<file path="src/rtl/sram_ctrl_pkg.sv">
// sram_ctrl_pkg: shared FSM state type and default geometry/phase constants for Bennett-phased SRAM control
package sram_ctrl_pkg;
  typedef enum logic [2:0] {IDLE, WAIT_ADDR, WAIT_DATA, WAIT_EN_ON, WAIT_EN_OFF, RESP} state_t;
  localparam int DEF_PHASES    = 10;
  localparam int DEF_ADDR_W    = 5;
  localparam int DEF_DATA_W    = 16;
  localparam int DEF_ADDR_PH   = 2;
  localparam int DEF_DATA_PH   = 4;
  localparam int DEF_RD_ON_PH  = 6;
  localparam int DEF_RD_OFF_PH = 8;
  localparam int DEF_WR_ON_PH  = 8;
  localparam int DEF_WR_OFF_PH = 9;
  localparam int DEF_SRCLK_PH  = 6;
endpackage

</file>
<file path="src/rtl/bennett_phase_edge.sv">
// bennett_phase_edge: rising-edge detector for the Bennett phase vector in the clk domain
// Ports: clk, reset (sync, active-high), clkpos (phase vector in), rise (one-clk pulse per phase rise)
module bennett_phase_edge #(
  parameter int N = 10
) (
  input  logic         clk,
  input  logic         reset,
  input  logic [N-1:0] clkpos,
  output logic [N-1:0] rise
);
  logic [N-1:0] clkpos_q;
  always_ff @(posedge clk)
    clkpos_q <= reset ? '0 : clkpos;
  assign rise = clkpos & ~clkpos_q;
endmodule

</file>
<file path="src/rtl/sram_bank_ctrl.sv">
// sram_bank_ctrl: single-outstanding request initiator that sequences sram_2port_bank accesses onto Bennett phases
// Ports: clk/reset; clkpos/Mclk from bennett_clock; req_* valid/ready request in; rsp_* completion out;
//        Addr_A/Addr_B/in_data/ReadEn/WriteEn/RegWrtBar/srclkneg/srclkpos to the bank; outA/outB from the bank
module sram_bank_ctrl
  import sram_ctrl_pkg::*;
#(
  parameter int PHASES    = DEF_PHASES,
  parameter int ADDR_W    = DEF_ADDR_W,
  parameter int DATA_W    = DEF_DATA_W,
  parameter int ADDR_PH   = DEF_ADDR_PH,
  parameter int DATA_PH   = DEF_DATA_PH,
  parameter int RD_ON_PH  = DEF_RD_ON_PH,
  parameter int RD_OFF_PH = DEF_RD_OFF_PH,
  parameter int WR_ON_PH  = DEF_WR_ON_PH,
  parameter int WR_OFF_PH = DEF_WR_OFF_PH
) (
  input  logic              clk,
  input  logic              reset,
  input  logic [PHASES-1:0] clkpos,
  input  logic              Mclk,
  input  logic              req_valid,
  output logic              req_ready,
  input  logic              req_we,
  input  logic [ADDR_W-1:0] req_addr_a,
  input  logic [ADDR_W-1:0] req_addr_b,
  input  logic [DATA_W-1:0] req_wdata,
  output logic              rsp_valid,
  output logic              rsp_we,
  output logic [DATA_W-1:0] rsp_data_a,
  output logic [DATA_W-1:0] rsp_data_b,
  output logic [ADDR_W-1:0] Addr_A,
  output logic [ADDR_W-1:0] Addr_B,
  output logic              ReadEn,
  output logic              WriteEn,
  output logic [DATA_W-1:0] in_data,
  input  logic [DATA_W-1:0] outA,
  input  logic [DATA_W-1:0] outB,
  output logic              RegWrtBar,
  output logic              srclkneg,
  output logic              srclkpos
);
  logic [PHASES-1:0] rise;
  state_t            state;
  logic              lat_we;
  logic [ADDR_W-1:0] lat_a, lat_b;
  logic [DATA_W-1:0] lat_d;

  bennett_phase_edge #(.N(PHASES)) u_edge (
    .clk    (clk),
    .reset  (reset),
    .clkpos (clkpos),
    .rise   (rise)
  );

  assign RegWrtBar = ~clkpos[RD_ON_PH];
  assign srclkneg  = (Mclk ^ clkpos[DEF_SRCLK_PH]) & clkpos[DEF_SRCLK_PH];
  assign srclkpos  = ~srclkneg;

  // Acceptance happens in IDLE, so a rise[ADDR_PH] coinciding with acceptance is
  // never seen by WAIT_ADDR and the access starts on the next Bennett cycle.
  always_ff @(posedge clk) begin
    if (reset) begin
      state      <= IDLE;
      req_ready  <= 1'b1;
      rsp_valid  <= 1'b0;
      rsp_we     <= 1'b0;
      rsp_data_a <= '0;
      rsp_data_b <= '0;
      Addr_A     <= '0;
      Addr_B     <= '0;
      in_data    <= '0;
      ReadEn     <= 1'b0;
      WriteEn    <= 1'b0;
      lat_we     <= 1'b0;
      lat_a      <= '0;
      lat_b      <= '0;
      lat_d      <= '0;
    end else begin
      case (state)
        IDLE: if (req_valid) begin
          lat_we    <= req_we;
          lat_a     <= req_addr_a;
          lat_b     <= req_addr_b;
          lat_d     <= req_wdata;
          req_ready <= 1'b0;
          state     <= WAIT_ADDR;
        end
        WAIT_ADDR: if (rise[ADDR_PH]) begin
          Addr_A <= lat_a;
          Addr_B <= lat_b;
          state  <= WAIT_DATA;
        end
        WAIT_DATA: if (rise[DATA_PH]) begin
          if (lat_we) in_data <= lat_d;
          state <= WAIT_EN_ON;
        end
        WAIT_EN_ON: if (rise[lat_we ? WR_ON_PH : RD_ON_PH]) begin
          ReadEn  <= ~lat_we;
          WriteEn <= lat_we;
          state   <= WAIT_EN_OFF;
        end
        WAIT_EN_OFF: if (rise[lat_we ? WR_OFF_PH : RD_OFF_PH]) begin
          ReadEn    <= 1'b0;
          WriteEn   <= 1'b0;
          if (!lat_we) begin
            rsp_data_a <= outA;
            rsp_data_b <= outB;
          end
          rsp_we    <= lat_we;
          rsp_valid <= 1'b1;
          state     <= RESP;
        end
        RESP: begin
          rsp_valid <= 1'b0;
          req_ready <= 1'b1;
          state     <= IDLE;
        end
        default: state <= IDLE;
      endcase
    end
  end
endmodule

</file>
<file path="config.mk">
export PLATFORM = sky130hd
export DESIGN_NAME = sram_bank_ctrl
export DESIGN_NICKNAME = d
export VERILOG_FILES = /design/src/rtl/sram_ctrl_pkg.sv /design/src/rtl/bennett_phase_edge.sv /design/src/rtl/sram_bank_ctrl.sv
export SDC_FILE = /design/constraint.sdc
export NUM_CORES = 1
export LEC_CHECK = 0
export ABC_AREA = 1
export CORE_ASPECT_RATIO = 1.5
export CORE_UTILIZATION = 48
export CTS_CLUSTER_DIAMETER = 80
export DETAILED_ROUTE_END_ITERATION = 7
export PLACE_DENSITY = 0.83
export SLEW_MARGIN = 20
export SYNTH_ARGS = -nofsm -noshare
export SYNTH_HDL_FRONTEND = slang
export SYNTH_HIERARCHICAL = 1
export SYNTH_SLANG_ARGS = --single-unit
</file>
<file path="constraint.sdc">
create_clock -name clk -period 2.94 [get_ports clk]
set_input_delay 0.441 -clock clk [delete_from_list [all_inputs] [get_ports clk]]
set_output_delay 0.441 -clock clk [all_outputs]
set_load 0.01 [all_outputs]
</file>
==> summary.md <==
| Metric | Value |
|---|---|
| Outcome | completed |
| Hold Buf Count CTS | 0 |
| Max Slew Vio Count | 0 |
| Avg WL per Cell | 12.30 um |
| Startpoint Class | input pin |
| CTS Root Buffer Type | clkbuf_8 |
| RSZ-0062 raised after global routing | no |
| Crit Path Class | in2out |
| Setup Buffers After CTS | 0 |
| Dpl cells | 675 |
| Core area | 7322 um^2 |
| Via count | ~3,400 |
| CTS tree | yes |
| First-pass GRT wire length | 13,510 um |
| Power density over the cells | 617.1 nW/um^2 |
| GR Overflow Total | 0 |
| Max H-tree Level | 3 |
| Hpwl dp | 6131 um |
| Drt pass-1 iters | 5 |
| Overall Global Routing Usage | 0.2183 |
| WP data arrival | 1.63 ns |
| Routed WL | 8488 um |
| Maximum Capacitance Violations | 0 |
| Syn_nets | 536 |
| Routed vias/inst | ~4.9 |
| Ys Warns | 6 |
| Worst-path clk slew | 0.08 ns |
| N_diodes | 0 |
| Initial antenna violation count | 0 |
| Req. time, crit path | ~2.5 ns |
| Final Hold Vio Count | 0 |
| Final Net Count | 659 |
| Drc violations | 0 |
| Initial core utilization | 0.4993 |
| Slew margin rel. | 0.5972 |
| Final antenna-violating net count | 0 |
| Post-route minimum period | 2.075 ns |
| Core Util, Final | 0.7023 |
| Largest driver fanout on the critical path | 2 |
| Maximum root-to-sink buffer count | 2 |
| DIE HEIGHT | 108.9 um |
| R2R Setup Slk | between 1 and 1.5 ns |
| Num CTS Buffers | 9 |
| Endpoint type of the worst setup path | primary output |
| DIE WIDTH | about 73 um |
| Leak | 2.006 nW |
| Hold path start | req_ready |
| Synth Cell Area | 3656 um^2 |
| Share of cells above drive strength 1 | 0.06949 |
| Fin Hold WS | 0.4593 ns |
| Final Skew | between 0.005 and 0.006 ns |
| PostCTS Resize Cnt | 0 |
| Post-Layout Cell Count | just under 700 |
| R2R Path Start | state[1] |
| Synthesized instance count | 463 |
| Area grow syn2layout | 40.66% |
| Placer Congestion | 0.8791 |
| FF-to-FF End | rsp_data_a[5] |
| Final Cycle Share | 0.7057 |
| I/O Buffers | 133 |
| Full die area | roughly 8000 um^2 |
| Pin count of the biggest net entering global routing | 72 |
| TNS Setup | 0 ns |
| # IOs | 139 |
| Worst-case reg-to-reg path depth | 7 |
| Site Rows | 38 |
| Clk Latency, worst-skew pair | about 0.35 ns |
| 1st-iter DRT viols | 124 |
| Hold Crit Class | reg2reg |
| Peak VDD IR | 0.4989 mV |
| Number of global-route vias before repair | 3,209 |
| Final setup viols | 0 |
| Hold path depth | 2 |
| Clock Sinks | 98 |
| Tot Pwr | roughly 3.2 mW |
| Hold Path End | req_ready |
| Syn avg cell area | about 8 um^2 |
| Worst Tran Pin Value | 0.6042 ns |
| F_max | 482.0 MHz |
==> power by group <==
part	leakage (nW)	internal (mW)	switching (mW)	total, mW
logic	1.12	0.364	0.437	0.802
clock network	0.0855	0.349	0.421	0.770
registers	0.797	1.49	0.107	1.60
total	2.01	2.21	0.965	3.17
==> metrics by stage <==
step / instance area, um^2 / setup WS, ns
6_report: 5142 / 0.8653
3_5_place_dp: 4971 / 0.6954
4_1_cts: 5142 / 0.8608
2_1_floorplan: 3656 / 1.567
5_1_grt: 5142 / 0.8196
3_3_place_gp: 4971 / 0.7747
==> flip-flops by register name, indices dropped and copies added, names as in the netlist <==
signal and count:
lat_d 16, Addr_B 5, u_edge/clkpos_q 5, state 3
rsp_data_a 16, Addr_A 5, rsp_data_b 16, WriteEn 1
in_data 16, lat_a 5, lat_we 1, req_ready 1
rsp_valid 1, lat_b 5, ReadEn 1, rsp_we 1
==> critical path, cell delays in order <==
cell and delay (ns):
clkdlybuf4s50_1 0.47, inv_1 0.05, nor2_1 0.12, clkdlybuf4s50_1 0.55
==> cell usage in the layout, fill, tap and decap left out <==
cell             count
o21ai_0             41
clkbuf_8            11
inv_4                1
nor2_1             114
a31oi_1              1
nand3b_1             1
nor2_2               8
dfxtp_1             98
clkinvlp_4           1
nand2_1             58
nand3_2              2
nand3_4              1
clkinv_2             2
inv_2                6
inv_1               21
clkinv_1             2
o21ai_1             28
clkdlybuf4s50_1    133
nand4_1              3
nand3_1              8
clkbuf_1             2
a21oi_1             39
buf_4                4
nand2_4              2
nor2_4               3
==> area by class of cell <==
cell class | count | area (um^2)
fill | 601 | 2180
timing repair buffer | 137 | 1361
tap | 100 | 125.1
clock inverter | 2 | 12.51
multi-input combinational | 309 | 1403
inverter | 31 | 120.1
clock buffer | 13 | 158.9
sequential | 98 | 1962
==> metal layers <==
layer  track usage  vias to the layer above  part of all wire
met5             0                        -                 0
met4        0.1148                        0             0.022
met3       0.04344                       16             0.066
met2        0.4021                      123              0.51
met1        0.2280                     1521              0.40
li1              -                     1718                 -
==> worst max path at each step <==
| stage | startpoint | end | slack [ns] | cells after the start |
|---|---|---|---|---|
| 3_3_place_gp | clkpos[4] | in_data[10] | 0.77 | 8 |
| 4_1_cts | clkpos[6] | srclkneg | 0.86 | 4 |
| 5_1_grt | clkpos[6] | srclkneg | 0.82 | 4 |
| 3_5_place_dp | clkpos[4] | in_data[8] | 0.70 | 8 |
| 6_report | clkpos[6] | srclkneg | 0.87 | 4 |
| 2_1_floorplan | clkpos[8] | rsp_data_a[0] | 1.57 | 8 |
(Power assumes the default switching activity.)
